--- config.mk ---
export PLATFORM = sky130hd
export DESIGN_NAME = branch_resolve_q_flat
export DESIGN_NICKNAME = d
export VERILOG_FILES = /design/src/rtl/branch_resolve_q_if.sv /design/src/rtl/branch_resolve_q.sv /design/src/flat_wrapper.sv
export SDC_FILE = /design/constraint.sdc
export NUM_CORES = 1
export LEC_CHECK = 0
export CAP_MARGIN = 20
export CORE_AREA = 8 8 184 169
export CTS_CLUSTER_DIAMETER = 200
export CTS_CLUSTER_SIZE = 28
export DETAILED_ROUTE_END_ITERATION = 12
export DIE_AREA = 0 0 192 177
export GPL_TIMING_DRIVEN = 0
export RECOVER_POWER = 100
export REMOVE_ABC_BUFFERS = 1
export SLEW_MARGIN = 15
export SYNTH_ARGS = -nofsm -noshare
export SYNTH_HDL_FRONTEND = slang
export SYNTH_SLANG_ARGS = --single-unit
--- constraint.sdc ---
create_clock -name clk -period 8.7 [get_ports clk]
set_input_delay 1.305 -clock clk [delete_from_list [all_inputs] [get_ports clk]]
set_output_delay 1.305 -clock clk [all_outputs]
set_load 0.02 [all_outputs]
--- src/rtl/branch_resolve_q_if.sv ---
// Fetch/execute/predictor-facing bundle of the branch resolution queue.
// The slave modport is the queue side. The master modport is the fetch/execute/PHT side.
interface branch_resolve_q_if #(
   parameter int IDX_W = 8,
   parameter int DEPTH = 8
);
   localparam int TAG_W = $clog2(DEPTH);

   logic             alloc_valid;
   logic [IDX_W-1:0] alloc_pc;
   logic             alloc_pred;
   logic [IDX_W-1:0] alloc_target;
   logic             alloc_ready;
   logic [TAG_W-1:0] alloc_tag;
   logic             res_valid;
   logic [TAG_W-1:0] res_tag;
   logic             res_taken;
   logic             upd_valid;
   logic [IDX_W-1:0] upd_pc;
   logic             upd_taken;
   logic             mispred_valid;
   logic [IDX_W-1:0] redirect_pc;
   logic [15:0]      stat_branches;
   logic [15:0]      stat_mispreds;

   modport master (
      output alloc_valid, alloc_pc, alloc_pred, alloc_target, res_valid, res_tag, res_taken,
      input  alloc_ready, alloc_tag, upd_valid, upd_pc, upd_taken, mispred_valid, redirect_pc,
             stat_branches, stat_mispreds
   );

   modport slave (
      input  alloc_valid, alloc_pc, alloc_pred, alloc_target, res_valid, res_tag, res_taken,
      output alloc_ready, alloc_tag, upd_valid, upd_pc, upd_taken, mispred_valid, redirect_pc,
             stat_branches, stat_mispreds
   );
endinterface

--- src/rtl/branch_resolve_q.sv ---
// In-order branch resolution queue. Entries are allocated at fetch and resolved out of order.
// They retire in order into PHT training, and a mispredict retirement flushes the queue. Optional stats: BRQ_STATS_EN.
module branch_resolve_q #(
   parameter int INSTR_MEM_IDX_W = 8,
   parameter int DEPTH           = 8
) (
   input logic clk,
   input logic rst_n,
   branch_resolve_q_if.slave bus
);
   localparam int IDX_W = INSTR_MEM_IDX_W;
   localparam int TAG_W = $clog2(DEPTH);

   typedef logic [IDX_W-1:0] idx_t;
   typedef logic [TAG_W:0]   ptr_t;

   logic [DEPTH-1:0] vld_q, vld_d, rsv_q, rsv_d;
   logic [DEPTH-1:0] pred_q, tkn_q;
   idx_t             pc_q  [DEPTH];
   idx_t             tgt_q [DEPTH];
   ptr_t             head_q, head_d, tail_q, tail_d;

   logic             upd_valid_q, upd_taken_q, mispred_valid_q;
   idx_t             upd_pc_q, redirect_pc_q;

   logic [TAG_W-1:0] head_idx, tail_idx;
   logic             full, empty, retire, mispred, alloc_fire, res_fire;

   function automatic idx_t redirect_of(input logic taken, input idx_t pc, input idx_t tgt);
      return taken ? tgt : pc + idx_t'(1);
   endfunction

   assign head_idx   = head_q[TAG_W-1:0];
   assign tail_idx   = tail_q[TAG_W-1:0];
   assign full       = (head_q[TAG_W] != tail_q[TAG_W]) && (head_idx == tail_idx);
   assign empty      = (head_q == tail_q);
   assign retire     = !empty && vld_q[head_idx] && rsv_q[head_idx];
   assign mispred    = retire && (tkn_q[head_idx] != pred_q[head_idx]);
   // Fetch traffic in the cycle of a mispredict pop is wrong-path and is dropped
   assign alloc_fire = bus.alloc_valid && !full && !mispred;
   assign res_fire   = bus.res_valid && vld_q[bus.res_tag] && !rsv_q[bus.res_tag];

   assign bus.alloc_ready   = !full;
   assign bus.alloc_tag     = tail_idx;
   assign bus.upd_valid     = upd_valid_q;
   assign bus.upd_pc        = upd_pc_q;
   assign bus.upd_taken     = upd_taken_q;
   assign bus.mispred_valid = mispred_valid_q;
   assign bus.redirect_pc   = redirect_pc_q;

   always_comb begin
      vld_d  = vld_q;
      rsv_d  = rsv_q;
      head_d = head_q;
      tail_d = tail_q;
      if (res_fire) rsv_d[bus.res_tag] = 1'b1;
      if (alloc_fire) begin
         vld_d[tail_idx] = 1'b1;
         rsv_d[tail_idx] = 1'b0;
         tail_d          = tail_q + ptr_t'(1);
      end
      if (retire) begin
         vld_d[head_idx] = 1'b0;
         head_d          = head_q + ptr_t'(1);
      end
      // Flush overrides everything above, including same-cycle resolves of younger entries
      if (mispred) begin
         vld_d  = '0;
         tail_d = head_q + ptr_t'(1);
      end
   end

   always_ff @(posedge clk) begin
      if (alloc_fire) begin
         pc_q[tail_idx]   <= bus.alloc_pc;
         tgt_q[tail_idx]  <= bus.alloc_target;
         pred_q[tail_idx] <= bus.alloc_pred;
      end
      if (res_fire) tkn_q[bus.res_tag] <= bus.res_taken;
   end

   always_ff @(posedge clk or negedge rst_n) begin
      if (!rst_n) begin
         vld_q           <= '0;
         rsv_q           <= '0;
         head_q          <= '0;
         tail_q          <= '0;
         upd_valid_q     <= 1'b0;
         upd_pc_q        <= '0;
         upd_taken_q     <= 1'b0;
         mispred_valid_q <= 1'b0;
         redirect_pc_q   <= '0;
      end else begin
         vld_q           <= vld_d;
         rsv_q           <= rsv_d;
         head_q          <= head_d;
         tail_q          <= tail_d;
         upd_valid_q     <= retire;
         mispred_valid_q <= mispred;
         if (retire) begin
            upd_pc_q    <= pc_q[head_idx];
            upd_taken_q <= tkn_q[head_idx];
         end
         if (mispred) redirect_pc_q <= redirect_of(tkn_q[head_idx], pc_q[head_idx], tgt_q[head_idx]);
      end
   end

`ifdef BRQ_STATS_EN
   logic [15:0] stat_br_q, stat_mis_q;

   function automatic logic [15:0] sat_inc(input logic [15:0] v);
      return (v == 16'hFFFF) ? v : v + 16'd1;
   endfunction

   always_ff @(posedge clk or negedge rst_n) begin
      if (!rst_n) begin
         stat_br_q  <= '0;
         stat_mis_q <= '0;
      end else begin
         if (retire)  stat_br_q  <= sat_inc(stat_br_q);
         if (mispred) stat_mis_q <= sat_inc(stat_mis_q);
      end
   end

   assign bus.stat_branches = stat_br_q;
   assign bus.stat_mispreds = stat_mis_q;
`else
   assign bus.stat_branches = 16'd0;
   assign bus.stat_mispreds = 16'd0;
`endif
endmodule
--- src/flat_wrapper.sv ---
// flat-port wrapper written by rule: the top's interface ports become plain ports
module branch_resolve_q_flat 
#(
   parameter int INSTR_MEM_IDX_W = 8,
   parameter int DEPTH           = 8
)
  (clk, rst_n, bus_alloc_valid, bus_alloc_pc, bus_alloc_pred, bus_alloc_target, bus_res_valid, bus_res_tag, bus_res_taken, bus_alloc_ready, bus_alloc_tag, bus_upd_valid, bus_upd_pc, bus_upd_taken, bus_mispred_valid, bus_redirect_pc, bus_stat_branches, bus_stat_mispreds);
  branch_resolve_q_if #(.DEPTH(DEPTH)) bus_i ();
  input logic clk;
  input logic rst_n;
  input wire logic [$bits(bus_i.alloc_valid)-1:0] bus_alloc_valid;
  input wire logic [$bits(bus_i.alloc_pc)-1:0] bus_alloc_pc;
  input wire logic [$bits(bus_i.alloc_pred)-1:0] bus_alloc_pred;
  input wire logic [$bits(bus_i.alloc_target)-1:0] bus_alloc_target;
  input wire logic [$bits(bus_i.res_valid)-1:0] bus_res_valid;
  input wire logic [$bits(bus_i.res_tag)-1:0] bus_res_tag;
  input wire logic [$bits(bus_i.res_taken)-1:0] bus_res_taken;
  output wire logic [$bits(bus_i.alloc_ready)-1:0] bus_alloc_ready;
  output wire logic [$bits(bus_i.alloc_tag)-1:0] bus_alloc_tag;
  output wire logic [$bits(bus_i.upd_valid)-1:0] bus_upd_valid;
  output wire logic [$bits(bus_i.upd_pc)-1:0] bus_upd_pc;
  output wire logic [$bits(bus_i.upd_taken)-1:0] bus_upd_taken;
  output wire logic [$bits(bus_i.mispred_valid)-1:0] bus_mispred_valid;
  output wire logic [$bits(bus_i.redirect_pc)-1:0] bus_redirect_pc;
  output wire logic [$bits(bus_i.stat_branches)-1:0] bus_stat_branches;
  output wire logic [$bits(bus_i.stat_mispreds)-1:0] bus_stat_mispreds;
  assign bus_i.alloc_valid = bus_alloc_valid;
  assign bus_i.alloc_pc = bus_alloc_pc;
  assign bus_i.alloc_pred = bus_alloc_pred;
  assign bus_i.alloc_target = bus_alloc_target;
  assign bus_i.res_valid = bus_res_valid;
  assign bus_i.res_tag = bus_res_tag;
  assign bus_i.res_taken = bus_res_taken;
  assign bus_alloc_ready = bus_i.alloc_ready;
  assign bus_alloc_tag = bus_i.alloc_tag;
  assign bus_upd_valid = bus_i.upd_valid;
  assign bus_upd_pc = bus_i.upd_pc;
  assign bus_upd_taken = bus_i.upd_taken;
  assign bus_mispred_valid = bus_i.mispred_valid;
  assign bus_redirect_pc = bus_i.redirect_pc;
  assign bus_stat_branches = bus_i.stat_branches;
  assign bus_stat_mispreds = bus_i.stat_mispreds;
  branch_resolve_q #(.INSTR_MEM_IDX_W(INSTR_MEM_IDX_W), .DEPTH(DEPTH)) u_core (.clk(clk), .rst_n(rst_n), .bus(bus_i));
endmodule
# Word level (Yosys, flattened, before mapping)
# Memories as Yosys holds them, arrays and structs flattened.
# Index checks and enable logic that the tools add are counted.
[op_classes] mux=30 n_div=0 n_shift=0 n_mul=0 n_eq_ne=4 n_bitwise=6 n_reduce_logical=16 add_sub_neg=3 magnitude_cmp=6
[ops] cell="8-bit 2-to-1 mux" count=6
[ops] cell="1-bit binary-select mux with 3-bit select" count=6
[ops] cell="8-bit bitwise AND" count=2
[ops] cell="8-bit bitwise mux" count=2
[ops] cell="8-bit inverter" count=2
[ops] cell="8-bit OR" count=2
[ops] cell="3-bit by 4-bit less-than comparator with 1-bit output, second input constant" count=3
[ops] cell="1-bit logical AND" count=11
[ops] cell="1-bit 2-to-1 mux" count=11
[ops] cell="1-bit demux with 3-bit select" count=3
[ops] cell="3-bit by 1-bit >= comparator with 1-bit output, second input constant" count=3
[ops] cell="4-bit by 1-bit adder with 4-bit output, second input constant" count=2
[ops] cell="8-bit by 1-bit adder with 8-bit output, second input constant" count=1
[ops] cell="4-bit 2-to-1 mux" count=2
[ops] cell="4-bit equality test" count=1
[ops] cell="1-bit logical NOT" count=4
[ops] cell="3-bit equality test" count=1
[ops] cell="1-bit inequality test" count=2
[ops] cell="2-bit nonzero test" count=1
[word_totals] n_memories=2 out_inout_bits=55 regBits=59 rom_bits=0 mem_bits_rw=128 elab_cells=78 latch_bits=0 in_bits=25
[mem_list] name="u_core.pc_q" depth=8 width=8 read_ports=1 rd_clocked_by_memory_dff=0 write_ports=1 line="branch_resolve_q.sv:19" source="idx_t pc_q [DEPTH];"
[mem_list] name="u_core.tgt_q" depth=8 width=8 read_ports=1 rd_clocked_by_memory_dff=0 write_ports=1 line="branch_resolve_q.sv:20" source="idx_t tgt_q [DEPTH];"

# Longest topological paths before layout
# Gate-level depths: netlist (run 1).
[depth] ltp_word=11 depth_mapped=12 depth_no_buf=9

# Least setup slack after synthesis (run 1)
# OpenSTA, ideal clock, no wires.
[synth_timing] kind="register to register" start="reg u_core.head_q[0]" end="mem u_core.pc_q[1][0] (netlist name) (enable)" n_path_buf=3 setup_slack_ps=4691 arrival_time_ps=3574 setup_time_ps=435 stages_incl_launch_ff=9 required_ps=8265 period_less_slack_ps=4009 cell_sequence="dfrtp_1 > buf_6 > mux4_1 > mux2i_4 > xor2_1 > and2_1 > buf_6 > buf_6 > nor4_1"
[synth_via] elab_chain_cells=9 word_cells_on_any_way=22 classes_between="eq/ne (3); mux (10); reduce/logical (9)"
[synth_lines] item="start, declared" line="branch_resolve_q.sv:21" source="ptr_t head_q, head_d, tail_q, tail_d;"
[synth_lines] item="start signal, assigned" line="branch_resolve_q.sv:86" source="head_q <= '0;"
[synth_lines] item="start signal, assigned" line="branch_resolve_q.sv:96" source="head_q <= head_d;"
[synth_lines] item="1-bit binary-select mux with 3-bit select / 4-bit equality test (equally long branches)" line="branch_resolve_q.sv:37, branch_resolve_q.sv:36"
[synth_lines] item="1-bit 2-to-1 mux (implied by the code) / 1-bit logical NOT (equally long branches)" line="branch_resolve_q.sv:37" source="assign retire = !empty && vld_q[head_idx] && rsv_q[head_idx];"
[synth_lines] item="1-bit logical AND (2 in a row)" line="branch_resolve_q.sv:37"
[synth_lines] item="1-bit logical AND" line="branch_resolve_q.sv:38" source="assign mispred = retire && (tkn_q[head_idx] != pred_q[head_idx]);"
[synth_lines] item="1-bit logical NOT" line="branch_resolve_q.sv:40" source="assign alloc_fire = bus.alloc_valid && !full && !mispred;"
[synth_lines] item="1-bit logical AND *" line="branch_resolve_q.sv:40"
[synth_lines] item="1-bit 2-to-1 mux *" line="branch_resolve_q.sv:74" source="if (alloc_fire) begin"
[synth_lines] item="1-bit 2-to-1 mux (implied by the code) *" line="branch_resolve_q.sv:75" source="pc_q[tail_idx] <= bus.alloc_pc;"
[synth_lines] item="end, declared" line="branch_resolve_q.sv:19"
# Mark *: on every way between the ends. The rest lies on a longest branch, timed or not. The select of a mux whose other input is x is not followed.

# Worst setup path in the final report (run 1)
[layout_timing] start="reg u_core.head_q[2]" end="reg u_core.pred_q[2] (enable)"
[layout_via] elab_chain_cells=7 word_cells_on_any_way=20 classes_between="eq/ne (3); mux (8); reduce/logical (9)"
[layout_lines] item="1-bit binary-select mux with 3-bit select / 4-bit equality test (equally long branches)" line="branch_resolve_q.sv:37, branch_resolve_q.sv:36"
[layout_lines] item="1-bit 2-to-1 mux (implied by the code) / 1-bit logical NOT (equally long branches)" line="branch_resolve_q.sv:37"
[layout_lines] item="1-bit logical AND (2 in a row)" line="branch_resolve_q.sv:37"
[layout_lines] item="1-bit logical AND" line="branch_resolve_q.sv:38"
[layout_lines] item="1-bit logical NOT" line="branch_resolve_q.sv:40"
[layout_lines] item="1-bit logical AND *" line="branch_resolve_q.sv:40"
[layout_lines] item="end signal, assigned by index" line="branch_resolve_q.sv:77" source="pred_q[tail_idx] <= bus.alloc_pred;"
[layout_lines] item="end, declared" line="branch_resolve_q.sv:18" source="logic [DEPTH-1:0] pred_q, tkn_q;"
# Marks and branches as above.
# A chain may end at the register's enable or synchronous reset.

==> results of run 1 <==
[sequential cells by signal, summed over array words and instances, names as in the netlist]
| register | flops |
|---|---|
| u_core.vld_q | 8 |
| u_core.tail_q | 4 |
| u_core.bus.upd_taken | 1 |
| u_core.bus.upd_pc | 8 |
| u_core.pred_q | 8 |
| u_core.bus.mispred_valid | 1 |
| u_core.bus.upd_valid | 1 |
| u_core.rsv_q | 8 |
| u_core.tkn_q | 8 |
| u_core.tgt_q | 64 |
| u_core.bus.redirect_pc | 8 |
| u_core.pc_q | 64 |
| u_core.head_q | 4 |
[final cells by class]
type / count / area [um2] / area share, %
Inverter: 6 / 22.52 / 0.2378
Tap cell: 366 / 457.9 / 4.835
Clock buffer: 20 / 436.7 / 4.610
Sequential cell: 187 / 5405 / 57.07
Multi-Input combinational cell: 287 / 2460 / 25.97
Timing Repair Buffer: 63 / 580.6 / 6.129
Clock inverter: 12 / 108.9 / 1.149
[per-stage QoR]
stage               total power [W]  setup WS [ns]
floorplan                  0.002200          3.168
global placement           0.002660        -0.1907
detailed placement         0.002751          4.422
CTS                        0.003495          4.402
global route               0.003575          2.499
finish                     0.003377          2.926
[cell usage after synthesis, types with 6 or more instances]
cell,number,area (um2)
mux2_2,11,123.9
xnor2_1,9,78.83
mux2i_1,10,100.1
edfxtp_1,144,4324
nor3_1,15,75.07
buf_2,10,50.05
clkbuf_1,8,30.03
mux4_1,28,735.7
inv_1,6,22.52
nor2_1,36,135.1
mux4_2,8,180.2
nor2b_1,11,68.82
nand2b_1,11,68.82
and2_1,6,37.54
xor2_1,7,61.31
a21oi_1,20,100.1
nand3_1,8,40.04
buf_4,36,270.3
a31oi_1,8,50.05
o21ai_0,6,30.03
nand2_1,20,75.07
dfrtp_1,43,1076
[worst max-delay path, cell delays in order (launching register included)]
cell      delay, ns
dfrtp_1        0.98
nand2b_1       0.29
a211oi_1       0.08
a211o_1        0.29
a211oi_1       1.10
clkbuf_1       0.73
and2_2         0.80
nand2b_1       0.40
nor2_1         0.33
clkbuf_1       0.39
[cells by family after synthesis]
kind of cell	after synthesis	synth area share [%]
and+or+nand+nor	115	6.834
muxes	59	14.41
xor gates and xnor gates	16	1.705
AOI/OAI and AO/OA	62	5.099
buffers and inverters	68	5.753
other	1	0.04562
DFF	187	65.69
adders and majority gates	3	0.4567
[routing by layer]
metal	vias to the layer above	track usage, %	routed length, um
met3	23	2.384	965
li1	2007	-	-
met5	-	0	18
met1	2276	14.35	8148
met2	127	16.79	8540
met4	4	3.562	223
[worst max-delay path by stage]
stage	startpoint	endpoint
after global routing	u_core.head_q[2]	u_core.pc_q[6][2]
after global placement	u_core.head_q[0]	u_core.pc_q[1][6]
after detailed placement	u_core.head_q[0]	u_core.tgt_q[2][3]
after CTS	u_core.head_q[0]	u_core.pred_q[2]
final	u_core.head_q[2]	u_core.pred_q[2]
after floorplan	u_core.head_q[0]	u_core.pc_q[1][0]
[power groups by stage]
stage | clock network (W) | logic (W) | registers (W)
2_1_floorplan | 0 | 0.000781 | 0.00142
3_5_place_dp | 0 | 0.00139 | 0.00136
3_3_place_gp | 0 | 0.00120 | 0.00146
6_report | 0.000738 | 0.00130 | 0.00134
4_1_cts | 0.000753 | 0.00140 | 0.00134
5_1_grt | 0.000789 | 0.00142 | 0.00136
==> results.py, run 1 <==
metrics = {
    "run_status": {
        "status": "finished with violations",
        "violations": "max-capacitance violations, max-slew violations",
    },
    "place": {
        "post_dp_cell_area_um2": 9064,
        "io_buffers": 47,
        "dp_cells": 909,
        "dp_hpwl_um": 11930,
        "place_congestion": 0.7563,
    },
    "min_path": {
        "min_to": "u_core.bus.redirect_pc[1]",
        "holdCritStartpoint": "u_core.bus.redirect_pc[1]",
        "hp-class": "reg -> reg",
        "hold_depth": 1,
    },
    "synthesis": {
        "yosys_warnings": 0,
        "ys_seq_elements": 187,
        "synth_edf_count": 144,
        "synth_cell_types": 49,
        "synth_flop_cell": "edfxtp_1",
        "yosysSeqAreaShare_pct": 65.69,
        "async_flop_share_pct": 22.99,
        "synthesis.area_um2": 8220,
        "syn_inst": 511,
        "postSynthAreaPerCell_um2": 16.09,
    },
    "worst_setup_path": {
        "worstReg2RegStart": "u_core.head_q[2]",
        "crit_path_max_fanout": 35,
        "r2r-end": "u_core.pred_q[2]",
        "path_class": "reg -> reg",
        "cp.arrival_ns": 5.87,
        "r2r_cells": 9,
        "rrSetupSlack_ns": 2.93,
        "cp-start-kind": "flop",
        "cp.required_ns": 8.80,
        "end_kind": "flop",
    },
    "clock_network": {
        "clk_latency_ns": 0.43,
        "cts_made_buffers": 17,
        "cts_setup_buffers": 0,
        "ctsHoldBuffers": 0,
        "cts_sinks": 187,
        "path_clk_slew_ns": 0.07,
        "cts_tree": "built",
        "cts_resized": 0,
        "htreeDepth": 4,
        "clockBufferDepth": 2,
        "cts_root_buf": "clkbuf_16",
    },
    "die": {
        "num_rows": 59,
        "die_y_um": 177,
        "start_util_pct": 29.15,
        "dieArea_um2": 33980,
        "core-area_um2": 28200,
        "die_x_um": 192,
        "ios": 80,
    },
    "pwr": {
        "ir_drop_mv": 0.1695,
        "power.leakage_nw": 3.322,
        "combPwrFrac_pct": 38.5,
        "swShare_pct": 36.36,
        "p_clk_share_pct": 21.9,
        "powerDensity_nw_per_um2": 356.5,
        "power_switching_w": 0.001228,
        "p_int_w": 0.002149,
        "seqPwrFrac_pct": 39.7,
    },
    "timing": {
        "maxSlewViolCount": 64,
        "relSlewSlack_pct": -41.27,
        "worstMarginPinSlew_ns": 2.111,
        "fin_tns_setup_ns": 0,
        "hold_violations": 0,
        "finClkSkew_ns": 0.007366,
        "setup_viol": 0,
        "fmax_mhz": 173.2,
        "rsz0062_at_grt": "false",
        "period_share_pct": 66.37,
        "fin_crit_ns": 5.774,
        "holdWs_ns": 0.5119,
    },
    "final_layout": {
        "layout_commonest_cell": "edfxtp_1",
        "fin_area_um2": 9472,
        "final_cell_mix": "144 x edfxtp_1, 42 x dlygate4sd3_1, 41 x dfrtp_1",
        "n_fill_cell": 2732,
        "synthToLayoutAreaGrowth_pct": 15.22,
        "n_antenna_cell": 0,
        "nets": 590,
        "drive_gt1_share_pct": 10.26,
        "final_cells": 941,
        "final_util_pct": 33.59,
    },
    "grt": {
        "grt_max_degree": 41,
        "grt_pass1_wl_um": 27000,
        "grt_remaining_overflow": 0,
        "grt_pass1_vias": 4408,
        "antenna_found_initial": 3,
        "grt_use_total_pct": 10.65,
    },
    "routing": {
        "detail-route-antenna-nets": 0,
        "routedWlPerCell_um": 19.02,
        "vias_per_cell": 4.715,
        "wl_um": 17900,
        "drcViolationCount": 0,
        "dr.pass1.iters": 5,
        "drt_iter0_markers": 325,
        "vias": 4437,
    },
    "job": {
        "maxCapViolations": 3,
    },
}
Note: power is estimated with default switching activity, not from simulation.
==> run 2, diff against run 1 <==
==> constraint.sdc (replaced) <==
create_clock -name clk -period 5.7 [get_ports clk]
set_input_delay 0.855 -clock clk [delete_from_list [all_inputs] [get_ports clk]]
set_output_delay 0.855 -clock clk [all_outputs]
set_load 0.02 [all_outputs]
==> run 2 against run 1 <==
Compared with the run above:
- the run still ends with max-capacitance violations, max-slew violations left
- clock power increased by 52%
- critical path depth decreased by 2
- non-clock buffer count unchanged
- via count about the same
- register-to-register slack got worse by 1.9 ns
- maximum frequency increased by 24%
- clock skew about the same
- wire length about the same
- global-route usage unchanged
- combinational power increased by 57%
==> results.py, run 2 (same netlist as run 1, synthesis figures left out) <==
metrics = {
    "run_status": {
        "status": "finished with violations",
        "violations": "max-capacitance violations, max-slew violations",
    },
    "timing": {
        "period_share_pct": 81.70,
        "finClkSkew_ns": 0.007816,
        "worstMarginPinSlew_ns": 1.655,
        "fin_ws_ns": 1.043,
        "hold_violations": 0,
        "maxSlewViolCount": 28,
        "relSlewSlack_pct": -10.32,
        "setup_viol": 0,
        "fin_tns_setup_ns": 0,
        "fmax_mhz": 214.7,
        "fin_crit_ns": 4.657,
        "rsz0062_at_grt": "false",
    },
    "die": {
        "die_y_um": 177,
        "dieArea_um2": 33980,
        "die_x_um": 192,
        "start_util_pct": 29.15,
        "ios": 80,
        "num_rows": 59,
        "core-area_um2": 28200,
    },
    "final_layout": {
        "synthToLayoutAreaGrowth_pct": 15.98,
        "layout_commonest_cell": "edfxtp_1",
        "final_cells": 941,
        "fin_area_um2": 9534,
        "drive_gt1_share_pct": 11.48,
        "final_util_pct": 33.81,
        "reg_top3": "u_core.pc_q (64), u_core.tgt_q (64)",
        "n_antenna_cell": 0,
        "final_cell_mix": "144 x edfxtp_1, 42 x dlygate4sd3_1, 41 x dfrtp_1",
        "nets": 590,
    },
    "clock_network": {
        "ctsHoldBuffers": 0,
        "clockBufferDepth": 2,
        "cts_made_buffers": 17,
        "cts_resized": 0,
        "cts_sinks": 187,
        "cts_tree": "built",
        "htreeDepth": 4,
        "clk_latency_ns": 0.43,
        "cts_setup_buffers": 0,
        "path_clk_slew_ns": 0.07,
        "cts_root_buf": "clkbuf_16",
    },
    "worst_setup_path": {
        "path_buf_inv": 2,
        "end_kind": "flop",
        "cp-start-kind": "flop",
        "slowest_delay_ns": 0.97,
        "path_class": "reg -> reg",
        "crit_family": "simple AND/OR/NAND/NOR gates",
        "path_cells": "mux4_1 > mux2i_4 > xor2_1 > and2_2 > nor4_2 > clkbuf_1 > clkbuf_1",
        "cp.arrival_ns": 4.74,
        "cp.required_ns": 5.78,
        "cpMostUsedCell": "clkbuf_1",
        "slowest_stage": "dfrtp_1",
        "crit_path_max_fanout": 35,
    },
    "place": {
        "dp_hpwl_um": 11930,
        "io_buffers": 47,
        "dp_cells": 909,
        "dpl_worst_slack_ns": 1.422,
        "place_congestion": 0.7563,
        "post_dp_cell_area_um2": 9064,
    },
    "grt": {
        "antenna_found_initial": 3,
        "grt_max_degree": 41,
        "grt_pass1_wl_um": 27000,
        "grt_pass1_vias": 4408,
        "grt_remaining_overflow": 0,
        "grt_use_total_pct": 10.65,
    },
    "pwr": {
        "power.leakage_nw": 3.342,
        "ir_drop_mv": 0.2581,
        "powerDensity_nw_per_um2": 546.0,
    },
    "min_path": {
        "hp-class": "reg -> reg",
    },
    "routing": {
        "routedWlPerCell_um": 19.03,
        "detail-route-antenna-nets": 0,
        "wl_um": 17900,
        "drt_iter0_markers": 317,
        "drcViolationCount": 0,
        "dr.pass1.iters": 5,
        "vias_per_cell": 4.714,
        "vias": 4436,
    },
    "job": {
        "maxCapViolations": 1,
    },
}
[run 2: changes by cell type in the layout (fill, tap and decap cells not counted), sizes merged]
cell	change
clkbuf	-3
buf	+3
[run 2: per-stage QoR]
step | power (W) | hold slack (ns)
final | 0.005205 | 0.5121
after global routing | 0.005509 | 0.5326
after CTS | 0.005334 | 0.3737
after detailed placement | 0.004198 | 0.5040
after global placement | 0.004059 | 0.4907
after floorplan | 0.003358 | 0.4767
[run 2: path summary, 6_finish.rpt]
kind / from / end / slack [ns] / cells past startpoint
worst max-delay path: u_core.head_q[2] / u_core.pred_q[1] / 1.04 / 7
worst min-delay path: u_core.bus.redirect_pc[1] / u_core.bus.redirect_pc[1] / 0.51 / 1
worst max register to register: u_core.head_q[2] / u_core.pred_q[1] / 1.04 / 7
worst min register to register: u_core.bus.redirect_pc[1] / u_core.bus.redirect_pc[1] / 0.51 / 1
max in group asynchronous: rst_n / u_core.head_q[0] / 2.85 / 2
min in group asynchronous: rst_n / u_core.vld_q[4] / 0.59 / 1
[run 2: metal layers]
layer	share of wire (%)	global-route usage, %	vias to the layer above	wire [um]
li1	-	-	2004	-
met1	46	14.35	2268	8151
met2	48	16.79	136	8518
met3	5.3	2.384	24	954
met4	1.5	3.562	4	260
met5	0.10	0	-	18
[run 2: area by class of cell]
| class | count | area, um2 |
|---|---|---|
| inverters | 6 | 22.52 |
| multi-input cells | 287 | 2489 |
| clock buffers | 20 | 436.7 |
| fillers | 2720 | 18670 |
| well taps | 366 | 457.9 |
| clock inverters | 12 | 108.9 |
| repair buffers | 63 | 614.3 |
| flip-flops and latches | 187 | 5405 |
[run 2: power by group]
group | total, W | switching [W] | internal [W] | leakage (nW)
Clock | 0.00112 | 0.000517 | 0.000608 | 0.273
Sequential | 0.00204 | 0.000233 | 0.00181 | 1.82
Combinational | 0.00204 | 0.00115 | 0.000891 | 1.25
==> run 3, diff against run 2 <==
==> constraint.sdc (replaced) <==
create_clock -name clk -period 4.32 [get_ports clk]
set_input_delay 0.648 -clock clk [delete_from_list [all_inputs] [get_ports clk]]
set_output_delay 0.648 -clock clk [all_outputs]
set_load 0.02 [all_outputs]
==> run 3 against run 2 <==
Compared with the run above:
- the run still ends with max-capacitance violations, max-slew violations left
- via count rose by 0.83%
- utilization increased by 0.19 points
- hold slack got worse by 0.13 ns
- non-clock buffer count did not move
- total power up 33%
- first-iteration DRC count decreased by 3.8%
- flip-flop and latch count stayed put
- register-to-register slack worse by 0.83 ns
==> results.py, run 3 (same netlist as run 1, synthesis figures left out) <==
metrics = {
    "worst_setup_path": {
        "slowest_stage": "mux4_1",
        "cp.arrival_ns": 4.21,
        "cp-start-kind": "flop",
        "crit_path_max_fanout": 35,
        "slowest_delay_ns": 0.66,
        "end_kind": "flop",
        "path_class": "reg -> reg",
        "path_cells": "mux4_1 > mux2i_4 > xor2_1 > and2_2 > nand2b_2 > nor2_4 > buf_2",
        "cp.required_ns": 4.42,
    },
    "timing": {
        "hold_violations": 0,
        "period_share_pct": 95.05,
        "worstMarginPinSlew_ns": 1.670,
        "relSlewSlack_pct": -11.36,
        "rsz0062_at_grt": "false",
        "setup_viol": 0,
        "maxSlewViolCount": 28,
        "fin_crit_ns": 4.106,
        "fmax_mhz": 243.5,
        "fin_tns_setup_ns": 0,
        "finClkSkew_ns": 0.007641,
    },
    "routing": {
        "wl_met1_um": 8058,
        "routedWlPerCell_um": 19.10,
        "detail-route-antenna-nets": 0,
        "wl_met2_um": 8540,
        "top_layer_used": "met5",
        "wl_um": 17970,
        "drt_iter0_markers": 305,
        "drcViolationCount": 0,
        "dr_wl_met3_um": 1039,
        "vias_per_cell": 4.753,
        "vias": 4473,
        "dr.pass1.iters": 6,
    },
    "clock_network": {
        "cts_sinks": 187,
        "htreeDepth": 4,
        "clk_latency_ns": 0.43,
        "cts_setup_buffers": 0,
        "cts_made_buffers": 17,
        "clockBufferDepth": 2,
        "cts_tree": "built",
        "path_clk_slew_ns": 0.07,
        "ctsHoldBuffers": 0,
        "cts_root_buf": "clkbuf_16",
    },
    "job": {
        "maxCapViolations": 1,
    },
    "die": {
        "die_y_um": 177,
        "start_util_pct": 29.15,
        "ios": 80,
        "num_rows": 59,
        "core-area_um2": 28200,
        "dieArea_um2": 33980,
        "die_x_um": 192,
    },
    "pwr": {
        "p_clk_share_pct": 21.5,
        "ir_drop_mv": 0.3446,
        "seqPwrFrac_pct": 39.1,
        "swShare_pct": 36.66,
        "combPwrFrac_pct": 39.4,
        "p_int_w": 0.004377,
        "powerDensity_nw_per_um2": 720.8,
        "power.leakage_nw": 3.374,
        "power_switching_w": 0.002533,
        "power.total_w": 0.006910,
    },
    "grt": {
        "grt_pass1_wl_um": 27000,
        "grt_pass1_vias": 4408,
        "grt_use_total_pct": 10.65,
        "grt_max_degree": 41,
        "grt_remaining_overflow": 0,
        "antenna_found_initial": 3,
    },
    "final_layout": {
        "n_antenna_cell": 0,
        "n_fill_cell": 2714,
        "final_cells": 941,
        "nets": 590,
        "synthToLayoutAreaGrowth_pct": 16.62,
        "final_cell_mix": "144 x edfxtp_1, 42 x dlygate4sd3_1, 40 x dfrtp_1",
        "drive_gt1_share_pct": 13.91,
        "reg_top3": "u_core.pc_q (64), u_core.tgt_q (64)",
        "layout_commonest_cell": "edfxtp_1",
    },
    "place": {
        "io_buffers": 47,
        "dp_cells": 909,
        "dp_hpwl_um": 11930,
        "place_congestion": 0.7563,
    },
    "run_status": {
        "violations": "max-capacitance violations, max-slew violations",
        "status": "finished with violations",
    },
    "min_path": {
        "hp-class": "in -> async",
    },
}
[run 3: cell count changes in the layout (fill, tap and decap cells not counted), moves of 2 or more]
cell / change
clkbuf_2: +4
nor2_4: +3
nor2_1: -2
nor3_1: -2
nor3_2: +2
clkbuf_1: -8
buf_4: +4
[run 3: stage by stage]
step	setup slack, ns	hold WS, ns	cell area [um2]	util [%]
floorplan	-1.212	0.3524	7886	-
global placement	-4.571	0.4907	8815	31.26
detailed placement	0.04166	0.5040	9064	32.14
CTS	0.02217	0.1667	9609	34.08
global route	0.04790	0.4615	9587	34.00
finish	0.2139	0.3841	9587	34.00
[run 3: critical path: cells and delay by family, from the launching register on]
family | cells | cell delay (ns)
AND/OR/NAND/NOR | 3 | 1.34
multiplexers | 2 | 1.31
flip-flops | 1 | 0.59
buffers and inverters | 1 | 0.36
XOR/XNOR | 1 | 0.13
[run 3: routing by layer]
layer  track usage (%)  up-vias
met5                 0        -
met4             3.562        4
met3             2.384       28
met2             16.79      139
met1             14.35     2290
li1                  -     2012
[run 3: cell type report]
cell class	count	area (um2)	share of cell area, %
Clock buffer	20	436.7	4.555
Clock inverter	12	108.9	1.135
Inverter	6	22.52	0.2349
Multi-Input combinational cell	287	2530	26.39
Sequential cell	187	5406	56.40
Tap cell	366	457.9	4.777
Timing Repair Buffer	63	624.3	6.513
[run 3: path summary, 6_finish.rpt]
kind	startpoint	to	slack, ns	cells past startpoint
worst max-delay path	u_core.head_q[0]	u_core.pc_q[6][7]	0.21	7
worst min-delay path	rst_n	u_core.vld_q[4]	0.38	1
worst max register to register	u_core.head_q[0]	u_core.pc_q[6][7]	0.21	7
worst min register to register	u_core.bus.redirect_pc[1]	u_core.bus.redirect_pc[1]	0.51	1
max in group asynchronous	rst_n	u_core.head_q[0]	1.65	2
min in group clk	u_core.bus.redirect_pc[1]	u_core.bus.redirect_pc[1]	0.51	1
[run 3: power by group through the flow]
stage | Sequential (W) | Combinational [W] | Clock, W
final | 0.00270 | 0.00272 | 0.00149
after global routing | 0.00274 | 0.00297 | 0.00159
after CTS | 0.00270 | 0.00282 | 0.00152
after detailed placement | 0.00274 | 0.00280 | 0
after global placement | 0.00293 | 0.00242 | 0
after floorplan | 0.00286 | 0.00157 | 0
[run 3: what timing repair did]
item                                    4_1_cts  5_1_grt
endpoints found under the setup margin        0       23
hold endpoints to repair                      0        0
gates resized for setup                       0        4
